File: config.mk
export PLATFORM = sky130hd
export DESIGN_NAME = countdown_timer_arbiter_flat
export DESIGN_NICKNAME = d
export VERILOG_FILES = /design/src/rtl/countdown_timer_arbiter_pkg.sv /design/src/rtl/countdown_timer_arbiter_if.sv /design/src/rtl/countdown_timer_arbiter_down_counter.sv /design/src/rtl/countdown_timer_arbiter.sv /design/src/flat_wrapper.sv
export SDC_FILE = /design/constraint.sdc
export NUM_CORES = 1
export LEC_CHECK = 0
export ABC_AREA = 1
export BUFFER_PORTS_ARGS = -buffer_cell sky130_fd_sc_hd__buf_4
export CAP_MARGIN = 10
export CORE_AREA = 5 5 42 44
export DETAILED_ROUTE_END_ITERATION = 6
export DIE_AREA = 0 0 47 49
export PLACE_DENSITY = 0.85
export REMOVE_ABC_BUFFERS = 1
export SLEW_MARGIN = 10
export SYNTH_ARGS = -nofsm -noshare
export SYNTH_HDL_FRONTEND = slang
export SYNTH_SLANG_ARGS = --single-unit
File: constraint.sdc
create_clock -name Clk -period 2.88 [get_ports Clk]
set_clock_uncertainty 0.05 [all_clocks]
set_input_delay 0.288 -clock Clk [delete_from_list [all_inputs] [get_ports Clk]]
set_output_delay 0.288 -clock Clk [all_outputs]
set_load 0.1 [all_outputs]
File: src/rtl/countdown_timer_arbiter_pkg.sv
// Shared constants and helpers for countdown_timer_arbiter.
package countdown_timer_arbiter_pkg;
   localparam int NREQ          = 2;
   localparam int DEFAULT_WIDTH = 4;

   typedef enum logic {ST_IDLE = 1'b0, ST_COUNT = 1'b1} state_t;

   function automatic logic [NREQ-1:0] onehot(input logic idx);
      logic [NREQ-1:0] r;
      r      = '0;
      r[idx] = 1'b1;
      return r;
   endfunction
endpackage

File: src/rtl/countdown_timer_arbiter_if.sv
// Requester-facing bus of countdown_timer_arbiter; Pause exists only with
// COUNTDOWN_TIMER_ARBITER_PAUSE_EN defined.
interface countdown_timer_arbiter_if
   import countdown_timer_arbiter_pkg::*;
   #(parameter int WIDTH = DEFAULT_WIDTH);
   logic [NREQ-1:0]  Req;
   logic [WIDTH-1:0] LoadVal0;
   logic [WIDTH-1:0] LoadVal1;
   logic [NREQ-1:0]  Gnt;
   logic             Busy;
   logic [WIDTH-1:0] Count;
   logic [NREQ-1:0]  Done;
`ifdef COUNTDOWN_TIMER_ARBITER_PAUSE_EN
   logic             Pause;
   modport master (output Req, LoadVal0, LoadVal1, Pause, input Gnt, Busy, Count, Done);
   modport slave  (input Req, LoadVal0, LoadVal1, Pause, output Gnt, Busy, Count, Done);
`else
   modport master (output Req, LoadVal0, LoadVal1, input Gnt, Busy, Count, Done);
   modport slave  (input Req, LoadVal0, LoadVal1, output Gnt, Busy, Count, Done);
`endif
endinterface

File: src/rtl/countdown_timer_arbiter_down_counter.sv
// down_counter_sync: synchronous loadable down counter; load wins over decrement.
module down_counter_sync #(parameter int WIDTH = 4) (
   input  logic             Clk,
   input  logic             Rst,
   input  logic             Load,
   input  logic [WIDTH-1:0] LoadVal,
   input  logic             Dec,
   output logic [WIDTH-1:0] Count,
   output logic             Zero
);
   always_ff @(posedge Clk) begin
      if (Rst)       Count <= '0;
      else if (Load) Count <= LoadVal;
      else if (Dec)  Count <= Count - 1'b1;
   end

   assign Zero = (Count == '0);
endmodule

File: src/rtl/countdown_timer_arbiter.sv
// Round-robin sharing of one down-counting timer between two requesters.
// Optional freeze input enabled by COUNTDOWN_TIMER_ARBITER_PAUSE_EN.
module countdown_timer_arbiter
   import countdown_timer_arbiter_pkg::*;
   #(parameter int WIDTH = DEFAULT_WIDTH) (
   input  logic                     Clk,
   input  logic                     Rst,
   countdown_timer_arbiter_if.slave bus
);
   state_t           state, state_nxt;
   logic             ptr, ptr_nxt;
   logic             owner, owner_nxt;
   logic [NREQ-1:0]  gnt, gnt_nxt;
   logic             winner, load, dec, zero, paused;
   logic [WIDTH-1:0] cnt, load_val;

`ifdef COUNTDOWN_TIMER_ARBITER_PAUSE_EN
   assign paused = bus.Pause;
`else
   assign paused = 1'b0;
`endif

   // A lone requester wins outright; a tie goes to ptr.
   assign winner   = (bus.Req == 2'b01) ? 1'b0 : (bus.Req == 2'b10) ? 1'b1 : ptr;
   assign load_val = winner ? bus.LoadVal1 : bus.LoadVal0;

   always_ff @(posedge Clk) begin
      if (Rst) begin
         state <= ST_IDLE;
         ptr   <= 1'b0;
         owner <= 1'b0;
         gnt   <= '0;
      end else begin
         state <= state_nxt;
         ptr   <= ptr_nxt;
         owner <= owner_nxt;
         gnt   <= gnt_nxt;
      end
   end

   always_comb begin
      state_nxt = state;
      ptr_nxt   = ptr;
      owner_nxt = owner;
      gnt_nxt   = gnt;
      load      = 1'b0;
      dec       = 1'b0;
      case (state)
         ST_IDLE: begin
            if (|bus.Req) begin
               state_nxt = ST_COUNT;
               owner_nxt = winner;
               gnt_nxt   = onehot(winner);
               load      = 1'b1;
            end
         end
         ST_COUNT: begin
            // Abort outranks pause; release on abort or terminal count.
            if (!bus.Req[owner] || (!paused && zero)) begin
               state_nxt = ST_IDLE;
               gnt_nxt   = '0;
               ptr_nxt   = ~owner;
            end else if (!paused) begin
               dec = 1'b1;
            end
         end
         default: state_nxt = ST_IDLE;
      endcase
   end

   down_counter_sync #(.WIDTH(WIDTH)) u_cnt (
      .Clk     (Clk),
      .Rst     (Rst),
      .Load    (load),
      .LoadVal (load_val),
      .Dec     (dec),
      .Count   (cnt),
      .Zero    (zero)
   );

   assign bus.Gnt   = gnt;
   assign bus.Busy  = (state == ST_COUNT);
   assign bus.Count = cnt;
   assign bus.Done  = (state == ST_COUNT && zero && bus.Req[owner] && !paused)
                      ? onehot(owner) : '0;
endmodule

File: src/flat_wrapper.sv
// flat-port wrapper written by rule: the top's interface ports become plain ports
module countdown_timer_arbiter_flat import countdown_timer_arbiter_pkg::*;
#(parameter int WIDTH = DEFAULT_WIDTH)
  (Clk, Rst, bus_Req, bus_LoadVal0, bus_LoadVal1, bus_Gnt, bus_Busy, bus_Count, bus_Done);
  countdown_timer_arbiter_if #(.WIDTH(WIDTH)) bus_i ();
  input  logic Clk;
  input  logic Rst;
  input wire logic [$bits(bus_i.Req)-1:0] bus_Req;
  input wire logic [$bits(bus_i.LoadVal0)-1:0] bus_LoadVal0;
  input wire logic [$bits(bus_i.LoadVal1)-1:0] bus_LoadVal1;
  output wire logic [$bits(bus_i.Gnt)-1:0] bus_Gnt;
  output wire logic [$bits(bus_i.Busy)-1:0] bus_Busy;
  output wire logic [$bits(bus_i.Count)-1:0] bus_Count;
  output wire logic [$bits(bus_i.Done)-1:0] bus_Done;
  assign bus_i.Req = bus_Req;
  assign bus_i.LoadVal0 = bus_LoadVal0;
  assign bus_i.LoadVal1 = bus_LoadVal1;
  assign bus_Gnt = bus_i.Gnt;
  assign bus_Busy = bus_i.Busy;
  assign bus_Count = bus_i.Count;
  assign bus_Done = bus_i.Done;
  countdown_timer_arbiter #(.WIDTH(WIDTH)) u_core (.Clk(Clk), .Rst(Rst), .bus(bus_i));
endmodule
After elaboration in Yosys (flattened, before gate mapping)

Cells that the tools add are included.

Flip-flop bits (word level): 9
Bits of input ports: 12

Equal/unequal tests: 4
$add $sub $neg: 1
Muxes and demuxes: 20
Reductions and logical operators: 12
Order comparisons: 4
Bitwise gates (word level): 2

Operators with widths:

| kind                | number |
|---|---|
| $mux 4              | 3 |
| $mux 1              | 10 |
| $mux 2              | 3 |
| $reduce_and 2->1    | 3 |
| $logic_and 1x1->1   | 4 |
| $logic_not 4->1     | 1 |
| $lt 1x2->1 const B  | 2 |
| $pmux 2 s2          | 1 |
| $sub 4x1->4 const B | 1 |
| $demux 1 s1         | 2 |
| $eq 2x1->1 const B  | 1 |
| $eq 2x2->1 const B  | 1 |
| $ge 1x1->1 const B  | 2 |
| $ne 2x1->1 const B  | 1 |
| $ne 2x2->1 const B  | 1 |
| $not 1->1           | 2 |
| $pmux 1 s2          | 1 |
| $reduce_bool 2->1   | 1 |
| $reduce_or 2->1     | 1 |
| $logic_not 1->1     | 1 |
| $logic_or 1x1->1    | 1 |

Depth between registers and ports, before layout

Gate-level depths: netlist of the first run.

Depth after elaboration: 9
Mapped depth: 8
Depth with buffers taken out: 8

Modules after synthesis

Synthesis of the first run repeated with hierarchy kept, for this count alone.

Cell total of the unflattened synthesis: 91
Area total of the unflattened synthesis: 575.6 um2

Modules (own cells, without submodules):

| module                  | cells an instance | area each (um2) | instances |
|---|---|---|---|
| countdown_timer_arbiter | 51                | 322.8           | 1 |
| down_counter_sync       | 40                | 252.7           | 1 |

Least setup slack after synthesis of the first run

No wires, ideal clock.

Path type: reg2out
Start point: register u_core.state, in the netlist u_core.bus.Busy
End point: output port bus_Done[0]
Arrival time: 2.657 ns
Slack: -0.115 ns
Stages on the path, launching flop included: 3
Path buffers: 0
Data required time: 2.542 ns
Cell sequence: dfxtp_1 nand3_1 nor2_1

Cells in the longest elaborated chain, start to end: 3

Ends and longest elaborated chain:

| element                        | RTL line                      | source |
|---|---|---|
| from (decl)                    | countdown_timer_arbiter.sv:10 | `state_t state, state_nxt;` |
| from (signal assigned)         | countdown_timer_arbiter.sv:34 | `state <= state_nxt;` |
| $logic_and 1x1->1 (2 in a row) | countdown_timer_arbiter.sv:84 | `assign bus.Done = (state == ST_COUNT && zero && bus.Req[owner] && !paused)` |
| $mux 2                         | countdown_timer_arbiter.sv:85 | `? onehot(owner) : '0;` |
| to (decl)                      | flat_wrapper.sv:14            | `output wire logic [$bits(bus_i.Done)-1:0] bus_Done;` |

No other way between the ends.

Final worst setup path of the first run

Start point: register u_core.u_cnt.Count[0]
End point: output port bus_Done[1]

Cells in the longest elaborated chain, start to end: 4

Ends and longest elaborated chain:

| element                        | RTL line                                   | source |
|---|---|---|
| from (decl)                    | countdown_timer_arbiter_down_counter.sv:8  | `output logic [WIDTH-1:0] Count,` |
| from (signal assigned)         | countdown_timer_arbiter_down_counter.sv:13 | `else if (Load) Count <= LoadVal;` |
| from (signal assigned)         | countdown_timer_arbiter_down_counter.sv:14 | `else if (Dec) Count <= Count - 1'b1;` |
| $logic_not 4->1                | countdown_timer_arbiter_down_counter.sv:17 | `assign Zero = (Count == '0);` |
| $logic_and 1x1->1 (2 in a row) | countdown_timer_arbiter.sv:84              |  |
| $mux 2                         | countdown_timer_arbiter.sv:85              |  |

No other way between the ends.

==> results list, run 1 <==
- CTS saw 9 sinks.
- Power share of the combinational group: 58.4%
- Number of placed cells counting well taps: 138
- Vias in the first global route: 596
- Entering global routing, the biggest net connects 10 pins.
- Highest fanout seen on the critical path: 6
- The die covers 2300 um2.
- Worst Path Buf+Inv: 2
- CTS Hold Bufs: 0
* Summed instance area of the synthesized netlist: 609 um2
- Core footprint: 1400 um2
- Fraction of layout instances using a drive strength above 1: 25.4%
* Cell type group with the largest total delay on the critical path: buffers and inverters
- Detailed-route wire length per cell: 10.6 um
* Design Power: 669 uW
- Clock tree from TritonCTS: yes
* Sequential cell area: 180 um2
- Per report_power, the clock group accounts for 15.6% of the total.
- Cells along the critical path: inv_1, ha_1, nand3_1, nor2_1, buf_4
- Final antenna-violating net count: 0
- The clock reaches the later pin of the worst-skew pair after 0.26 ns.
* H-Tree Depth: 1
- At the pin with the least slew margin, the transition time is 0.430 ns.
- The tool flagged a number of max-cap violations equal to 0.
- After synthesis, flip-flops and latches occupy 29.6% of the total area.
- The wire-length estimate of the detail-placed layout is 1170 um.
* Required time of the worst setup path: 2.54 ns
- The routed design has 1500 um of wire.
- Net total in the final layout: 141
* Count of filler cells inserted in the layout: 149
* Final global-route overflow total: 0
* Longest individual stage delay on the worst path: 0.31 ns
* Num CTS Buffers: 3
- Number of buffer cells added on primary ports: 20
- The synthesized design contains 9 register bits.
- The first global-routing pass estimated 2440 um of wire.
- Non-Filler Instances: 142
* Post-cts resize count: 0
- Number of antenna violations at the first check in global routing: 0
- The worst hold path belongs to the class in2reg.
- Routability congestion estimate: 0.876
- The tree is rooted in a sky130_fd_sc_hd__clkbuf_4.
- Boundary pin count: 21
* Vias after detailed routing: 695
* Sequential share of power: 26.0%
- Total negative slack: 0 ns
- The worst setup path is of the reg2out kind.
- The number of pins exceeding their max-slew limit in the final report came to 0.
- Starting DRT DRC Count: 12
- Once the floorplan was initialized, standard cells occupied 43.5% of the core.
- Synthesis produced 102 cells.
- The flow ran to the end, and the final reports show no timing, DRC or antenna violations.
- The top cell type by area accounts for 29.6% of the synthesized area.
- Setup repair after global routing left no endpoint under its margin.
* Overall fraction of global-route tracks in use: 14.1%
* Synth top area cells: sky130_fd_sc_hd__dfxtp_1 (30%), sky130_fd_sc_hd__nand2_1 (18%), sky130_fd_sc_hd__nand3_1 (9.9%)
- CP Data Arrival Time: 1.51 ns
* Proportion of total power due to net switching: 54.3%
* Yosys warning total: 0
- Postcts setup bufs: 0
- Highest ir drop seen on vdd: 540 uV
- Die Width: 47 um
- Hold timing on the final database bottoms out at a slack of 0.154 ns.
* Kind of end point of the critical path: output pin
- The longest clock path from root to sink contains 2 buffers.
- sky130_fd_sc_hd__dfxtp_1 takes more of the synthesized area than any other cell.
* Site row count: 14
* Multi-input combinational cell area: 373 um2
* Drt via density: 4.89
- Yosys mapped the design onto 16 distinct sky130hd cell types.
- Setup Viol. Count Final: 0
- Vertical die dimension: 49 um
- STA classifies the critical path startpoint as a flip-flop.
- Drt first pass iters: 4
- After detailed routing, the number of remaining DRC violations is 0.
* Internal power: 306 uW
- Lkg Pwr: 0.000440 uW
* Clock slew at reported path FFs: 0.08 ns
- Slowest-stage cell, CP: sky130_fd_sc_hd__dfxtp_1
- Headroom to the max-slew limit came out at 71.3%.
* N_diodes: 0
- The worst path needs 1.85 ns of the cycle, external delays included.
- Synth-to-Final Area Change: 32.2%
- In this run the power spent charging and discharging nets is 363 uW.
- Power Dens Cells: 830 nW/um2
- Final worst path period share: 64.1%
- The number of hold violations in the final report was 0.
- For this run, the top clock speed supported by timing is 541 MHz.
* Synthesized area per cell: 5.97 um2
through the flow:
stage | area, um2 | utilization (%) | setup WS [ns]
after CTS | 806 | 57.5 | 1.04
final | 806 | 57.5 | 1.03
after floorplan | 609 | - | -0.115
after global routing | 806 | 57.5 | 0.893
after global placement | 779 | 55.6 | 1.37
after detailed placement | 779 | 55.6 | 1.33
registers in the layout (all words and copies together) (netlist names):
signal              count
u_core.bus.Busy         1
u_core.bus.Gnt          2
u_core.owner            1
u_core.ptr              1
u_core.u_cnt.Count      4
cell type report:
type | count | area share [%]
Multi-Input combinational cell | 78 | 46.3
Timing Repair Buffer | 20 | 18.6
Clock buffer | 4 | 3.26
Tap cell | 16 | 2.48
Inverter | 15 | 6.99
Sequential cell | 9 | 22.4
worst register-to-register path: cells and delay by family, from the launching register on:
family / cells / cell delay, ns
adder cells (fa/ha/maj): 1 / 0.23
buffers and inverters: 1 / 0.10
flip-flops: 1 / 0.33
AND/OR/NAND/NOR: 5 / 0.55
layer usage:
metal / part of all wire [%] / vias to the layer above / wire length [um] / GRT usage [%]
li1: - / 367 / - / -
met3: 4.5 / 2 / 67 / 3.32
met1: 46 / 314 / 685 / 19.5
met2: 49 / 12 / 738 / 21.0
met4: 0.73 / 0 / 11 / 4.15
met5: 0 / - / 0 / 0
power by group through the flow:
stage                     sequential, uW  clock (uW)  combinational, uW
after floorplan                      317           0                165
after global placement               176           0                384
after detailed placement             177           0                388
after CTS                            174         101                390
after global routing                 178         110                421
final                                174         104                390
path summary, 6_finish.rpt:
kind	from	to	slack, ns	depth (start not counted)
min reg2reg	u_core.owner	u_core.ptr	0.43	1
min	Rst	u_core.bus.Gnt[1]	0.15	2
max	u_core.u_cnt.Count[0]	bus_Done[1]	1.03	5
max reg2reg	u_core.u_cnt.Count[0]	u_core.u_cnt.Count[2]	1.52	7
Yosys cell counts (all sizes together):
library cell  instances
a21oi                 6
dfxtp                 9
ha                    2
inv                  15
nand2                34
nand3                13
nand4                 2
nor2                 15
nor3b                 2
o21ai                 2
or2                   2
cells by family (layout without fill, tap and decap cells):
kind of cell    after synthesis  in the layout  synth area share [%]
compound gates                8              8                  7.19
fa+ha+maj                     2              2                  4.11
buf+inv                      15             39                  9.24
flops                         9              9                  29.6
simple gates                 68             68                  49.9
cells in the final DEF, fill, tap and decap left out, drive strengths merged:
cell    instances
nand2          34
buf            20
nor2           15
inv            15
nand3          13
dfxtp           9
a21oi           6
clkbuf          4
nor3b           2
nand4           2
ha              2
o21ai           2
or2             2
No activity file was read; power rests on OpenSTA's default activity.
==> inputs of run 2 (changes only) <==
--- a/config.mk
+++ b/config.mk
@@ -8,10 +8,10 @@
 export ABC_AREA = 1
 export BUFFER_PORTS_ARGS = -buffer_cell sky130_fd_sc_hd__buf_4
 export CAP_MARGIN = 10
-export CORE_AREA = 5 5 42 44
+export CORE_MARGIN = 5
+export CORE_UTILIZATION = 47
 export DETAILED_ROUTE_END_ITERATION = 6
-export DIE_AREA = 0 0 47 49
-export PLACE_DENSITY = 0.85
+export PLACE_DENSITY = 0.87
 export REMOVE_ABC_BUFFERS = 1
 export SLEW_MARGIN = 10
 export SYNTH_ARGS = -nofsm -noshare
==> constraint.sdc (replaced) <==
create_clock -name Clk -period 1.7 [get_ports Clk]
set_clock_uncertainty 0.05 [all_clocks]
set_input_delay 0.17 -clock Clk [delete_from_list [all_inputs] [get_ports Clk]]
set_output_delay 0.17 -clock Clk [all_outputs]
set_load 0.1 [all_outputs]
==> results list, run 2 (synthesis results as in run 1) <==
- Status: complete, no violations
- Vertical die dimension: 46.0 um
- After clock tree synthesis, the clock-pin slew on the worst setup and hold paths is 0.06 ns.
* Num CTS Buffers: 3
- Once the floorplan was initialized, standard cells occupied 48.0% of the core.
- Total half-perimeter wirelength after legalization and detailed placement: 1200 um
- Boundary pin count: 21
* Drt first pass iters: 5
* Hold path startpoint: Rst
- The worst register-to-register path begins at u_core.u_cnt.Count[0].
- The register with the most flip-flops in the layout has 4 of them.
- Buffers from clock root to sink, at most: 2
* Wire length of the first global-routing pass: 2360 um
- Sequential share of power: 26.2%
* Required time of the worst setup path: 1.48 ns
- Synth-to-Final Area Change: 34.5%
- Of all nets on the critical path, the largest fanout is 6.
- Category of the worst setup path launch point: flip-flop
* H-Tree Depth: 1
- Most frequent standard cell in the layout excluding fill and tap cells: sky130_fd_sc_hd__nand2_1
- Fin. Hold Viols: 0
* Commonest cells after routing, fill and taps aside: sky130_fd_sc_hd__nand2_1 (30), sky130_fd_sc_hd__buf_4 (18), sky130_fd_sc_hd__nor2_1 (14)
* Vias after detailed routing: 696
* Site row count: 13
- Transition time at the pin with the least slew margin: 0.450 ns
- Maximum operating frequency: 618 MHz
- In the finished design, the share of the clock period the worst path needs comes to 95.2%.
* Proportion of total power due to net switching: 54.1%
- The endpoint identified for the worst register-to-register timing path is u_core.u_cnt.Count[3].
- Power share of the combinational group: 58.9%
* Setup Viol. Count Final: 0
- Detailed-route wire length per cell: 10.9 um
* Worst-case reg-to-reg path depth: 8
* Number of clock sinks: 9
- Vias in the first global route: 567
- Counting I/O delays and the setup requirement, the final critical path takes 1.62 ns.
- Worst-case register-to-register setup slack: 0.38 ns
* Register containing the most flip-flops in the final layout: u_core.u_cnt.Count
* Clock tree from TritonCTS: yes
* CP Data Arrival Time: 1.40 ns
- Hold repair after CTS inserted 0 buffers.
* Final global-route overflow total: 0
- At the later pin of the worst-skew pair, clock insertion delay measures 0.26 ns.
- The worst pin sits at a relative slew slack of 70.0%.
- The worst setup path is of the reg2out kind.
- Drt via density: 4.94
- Across all hold checks on the routed design, the worst slack comes to 0.0347 ns.
* Highest ir drop seen on vdd: 566 uV
- The number of pins exceeding their max-slew limit in the final report came to 0.
* Internal power: 522 uW
* Min-delay worst type: in2reg
* Final antenna-violating net count: 0
- Power Dens Cells: 1390 nW/um2
- Worst slack after detailed placement: 0.261 ns
- The worst hold path passes through 2 cells.
- Worst-case hold path end point: u_core.bus.Gnt[0]
- The detailed router finished its first iteration with 17 violations.
* Routability congestion estimate: 0.822
- Once routing completed, OpenROAD measured the worst setup slack at 0.0821 ns.
- The repair_antennas step left the layout with diodes totalling 0.
- Clock root cell: sky130_fd_sc_hd__clkbuf_4
- For this run, the post-layout net count is 141.
- Kind of end point of the critical path: output pin
- Of the cells placed in the final design, the portion with a size suffix greater than 1 is 27.8%.
* Max-capacitance violation count: 0
- Core footprint: 1270 um2
- DRC viols: 0
* Overall fraction of global-route tracks in use: 15.2%
* Number of antenna violations at the first check in global routing: 0
- Total wire length after detailed routing: 1540 um
- The die is 46.0 um wide.
- During placement, the flow inserted port buffers numbering 20.
- Die Area: 2120 um2
- Lkg Pwr: 0.000442 uW
- Summed over all nets, the switching power comes to 614 uW.
- Maximum number of pins on one net before global-route repair: 10
- Once layout is complete, the utilization of the core stands at 64.6%.
* Clock power share: 14.9%
[run 2: through the flow]
step                TNS, ns  instances  power, uW  area [um2]
finish                    0        141       1140         820
global route        -0.0250        141       1220         820
CTS                       0        141       1120         812
detailed placement        0        137        954         778
global placement          0        137        945         778
floorplan             -5.01        102        817         609
[run 2: repair_timing]
item | CTS | global route
resized for setup | 2 | 3
endpoints found under the setup margin | 2 | 2
endpoints found under the hold margin | 0 | 0
pin swaps | 0 | 0
buffers inserted | 0 | 0
[run 2: power groups by stage]
| stage | logic, uW | registers [uW] | clock network, uW |
|---|---|---|---|
| floorplan | 280 | 537 | 0 |
| global placement | 647 | 298 | 0 |
| detailed placement | 653 | 300 | 0 |
| CTS | 659 | 295 | 170 |
| global route | 729 | 304 | 185 |
| finish | 669 | 298 | 170 |
[run 2: worst max-delay path by stage]
stage,to,start,slack (ns),cells past startpoint
after detailed placement,bus_Done[1],u_core.u_cnt.Count[0],0.26,5
after global routing,bus_Done[0],u_core.u_cnt.Count[0],-0.03,5
after floorplan,bus_Done[0],u_core.bus.Busy,-1.18,2
final,bus_Done[0],u_core.u_cnt.Count[0],0.08,5
after global placement,bus_Done[1],u_core.u_cnt.Count[0],0.31,5
after CTS,bus_Done[1],u_core.u_cnt.Count[0],0.009,5
[run 2: worst max-delay path: stages (launching register included)]
cell and delay (ns):
sky130_fd_sc_hd__dfxtp_1 0.32, sky130_fd_sc_hd__inv_2 0.10, sky130_fd_sc_hd__ha_1 0.20, sky130_fd_sc_hd__nand3_2 0.13, sky130_fd_sc_hd__nor2_1 0.15, sky130_fd_sc_hd__buf_6 0.24
[run 2: layout make-up]
cell class	instances	area, um2
inverters	15	56.3
well taps	15	18.8
repair buffers	20	158
flip-flops and latches	9	180
multi-input cells	78	380
fillers	128	449
clock buffers	4	26.3
[run 2: routing by layer]
layer / up-vias / track usage [%] / share of wire (%)
met5: - / 0 / 0
met4: 0 / 5.11 / 1.7
met3: 4 / 2.37 / 6.3
met2: 23 / 27.2 / 50
met1: 301 / 18.0 / 42
li1: 368 / - / -
==> inputs of run 3 (changes only) <==
--- a/config.mk
+++ b/config.mk
@@ -8,10 +8,12 @@
 export ABC_AREA = 1
 export BUFFER_PORTS_ARGS = -buffer_cell sky130_fd_sc_hd__buf_4
 export CAP_MARGIN = 10
+export CELL_PAD_IN_SITES_DETAIL_PLACEMENT = 0
+export CELL_PAD_IN_SITES_GLOBAL_PLACEMENT = 1
 export CORE_MARGIN = 5
-export CORE_UTILIZATION = 47
+export CORE_UTILIZATION = 31
 export DETAILED_ROUTE_END_ITERATION = 6
-export PLACE_DENSITY = 0.87
+export PLACE_DENSITY = 0.86
 export REMOVE_ABC_BUFFERS = 1
 export SLEW_MARGIN = 10
 export SYNTH_ARGS = -nofsm -noshare
==> results list, run 3 (synthesis results as in run 1) <==
* Clock slew at reported path FFs: 0.07 ns
* Clock Latency Late Sink: 0.26 ns
- Min-delay worst type: in2reg
- At the end of the flow, the number of nets in the layout was 142.
- For this run, the slowest stage of the critical path takes 0.31 ns.
* CP Data Arrival Time: 1.42 ns
- Boundary pin count: 21
* Die Area: 2950 um2
- Among all stages on the critical path, the largest delay is contributed by sky130_fd_sc_hd__dfxtp_1.
- The number of clock buffers added by TritonCTS is 3.
- The congestion estimate from routability-driven global placement came to 0.762.
- Maximum operating frequency: 609 MHz
* Highest ir drop seen on vdd: 460 uV
- Synth-to-Final Area Change: 38.2%
* Core footprint: 1920 um2
- Most frequent standard cell in the layout excluding fill and tap cells: sky130_fd_sc_hd__nand2_1
- Maximum number of pins on one net before global-route repair: 10
- Vertical die dimension: 54.3 um
* Drt first pass iters: 4
* Fraction of layout instances using a drive strength above 1: 27.6%
* Max transition margin: 69.5%
- Register containing the most flip-flops in the final layout: u_core.u_cnt.Count
- Max-capacitance violation count: 0
- Fin. Hold Viols: 0
- At the end of the flow the core is filled with cells to 43.8%.
- Clock tree synthesis found a total of 9 sinks.
* Final count of pins violating max slew: 0
* Buffers from clock root to sink, at most: 2
* Largest register FFs: 4
- The worst setup path is launched from a flip-flop.
- Wire length of the first global-routing pass: 2700 um
* Lkg Pwr: 0.000448 uW
- In this run, the number of DRC markers left after iteration 0 of detailed routing was 7.
- Detailed-route wire length per cell: 10.1 um
- The floorplan has 16 rows.
- Kind of end point of the critical path: output pin
- Dividing total power by cell area gives a power density of 1360 nW/um2.
- Clock tree synthesis selected as its root buffer the cell sky130_fd_sc_hd__clkbuf_4.
* Total half-perimeter wirelength after legalization and detailed placement: 1300 um
- Number of antenna violations at the first check in global routing: 0
- Number of buffer cells added on primary ports: 20
* Postcts setup bufs: 0
- Once the floorplan was initialized, standard cells occupied 31.7% of the core.
- The die is 54.3 um wide.
- Summed over all layers, the global routing overflow is 0.
* Transition time at the pin with the least slew margin: 0.457 ns
- Highest fanout seen on the critical path: 6
- Drt via density: 4.62
* Commonest cells after routing, fill and taps aside: sky130_fd_sc_hd__nand2_1 (30), sky130_fd_sc_hd__buf_4 (19), sky130_fd_sc_hd__nor2_1 (14)
- Dividing the final minimum period by the clock period gives 96.5%.
- The detailed router placed 712 vias in this run.
* Required time of the worst setup path: 1.48 ns
- Status: complete, no violations
* Type of the worst setup path: reg2out
* DRC viols: 0
* N_diodes: 0
* Total negative slack: 0 ns
* Overall fraction of global-route tracks in use: 12.3%
* Vias in the first global route: 696
* Final antenna-violating net count: 0
- Traced cell by cell, the critical path runs through inv_1, ha_1, nand3_2, nor2_1, buf_6.
- Setup violations remaining at the end of the flow were counted as 0.
* Clock tree from TritonCTS: yes
- Total wire length after detailed routing: 1560 um
* Final min period: 1.64 ns
- H-Tree Depth: 1
[run 3: cell count changes in the layout (fill, tap and decap cells not counted)]
cell | before | now
sky130_fd_sc_hd__buf_4 | 18 | 19
sky130_fd_sc_hd__inv_1 | 12 | 13
sky130_fd_sc_hd__inv_2 | 3 | 2
[run 3: final timing paths]
kind / from / endpoint / slack, ns / cells after the start
worst min-delay path: Rst / u_core.bus.Gnt[0] / 0.04 / 2
worst max-delay path: u_core.u_cnt.Count[0] / bus_Done[0] / 0.06 / 5
worst max register to register: u_core.u_cnt.Count[0] / u_core.u_cnt.Count[2] / 0.37 / 7
worst min register to register: u_core.owner / u_core.ptr / 0.42 / 1
[run 3: where the power goes]
part           leakage [uW]  total [uW]  switching [uW]  internal, uW
Combinational      0.000358         676             495           181
Sequential        0.0000747         292            37.2           255
Clock             0.0000150         173            82.7          90.7
Total              0.000448        1140             615           526
[run 3: metal layers]
layer  global-route usage (%)  up-vias  share of wire [%]  routed length [um]
met3                     1.09        4                4.4                  68
met4                     7.88        0                1.9                  30
met5                        0        -                  0                   0
met1                     13.3      319                 44                 690
met2                     22.5       19                 49                 772
li1                         -      370                  -                   -
[run 3: area by class of cell]
cell class	instances	area [um2]
Tap cell	27	33.8
Clock buffer	4	26.3
Timing Repair Buffer	21	165
Fill cell	214	1080
Multi-Input combinational cell	78	380
Sequential cell	9	180
Inverter	15	56.3
[run 3: critical path: cells and delay by family, from the launching register on]
| family | cells | cell delay (ns) |
|---|---|---|
| fa+ha+maj | 1 | 0.20 |
| buf+inv | 2 | 0.38 |
| flops | 1 | 0.31 |
| simple gates | 2 | 0.26 |
[run 3: repair_timing]
item,in CTS,in global routing
hold buffers,0,0
gates resized for setup,1,3
endpoints found under the setup margin,1,2
[run 3: per-stage QoR]
stage,hold WS [ns],power (uW),cells,area [um2],worst slack [ns]
floorplan,0.189,817,102,609,-1.18
global placement,0.307,964,150,801,0.300
detailed placement,0.312,966,150,801,0.284
CTS,0.0305,1140,154,831,0.000970
global route,0.0385,1230,154,842,-0.00526
finish,0.0359,1140,154,842,0.0588
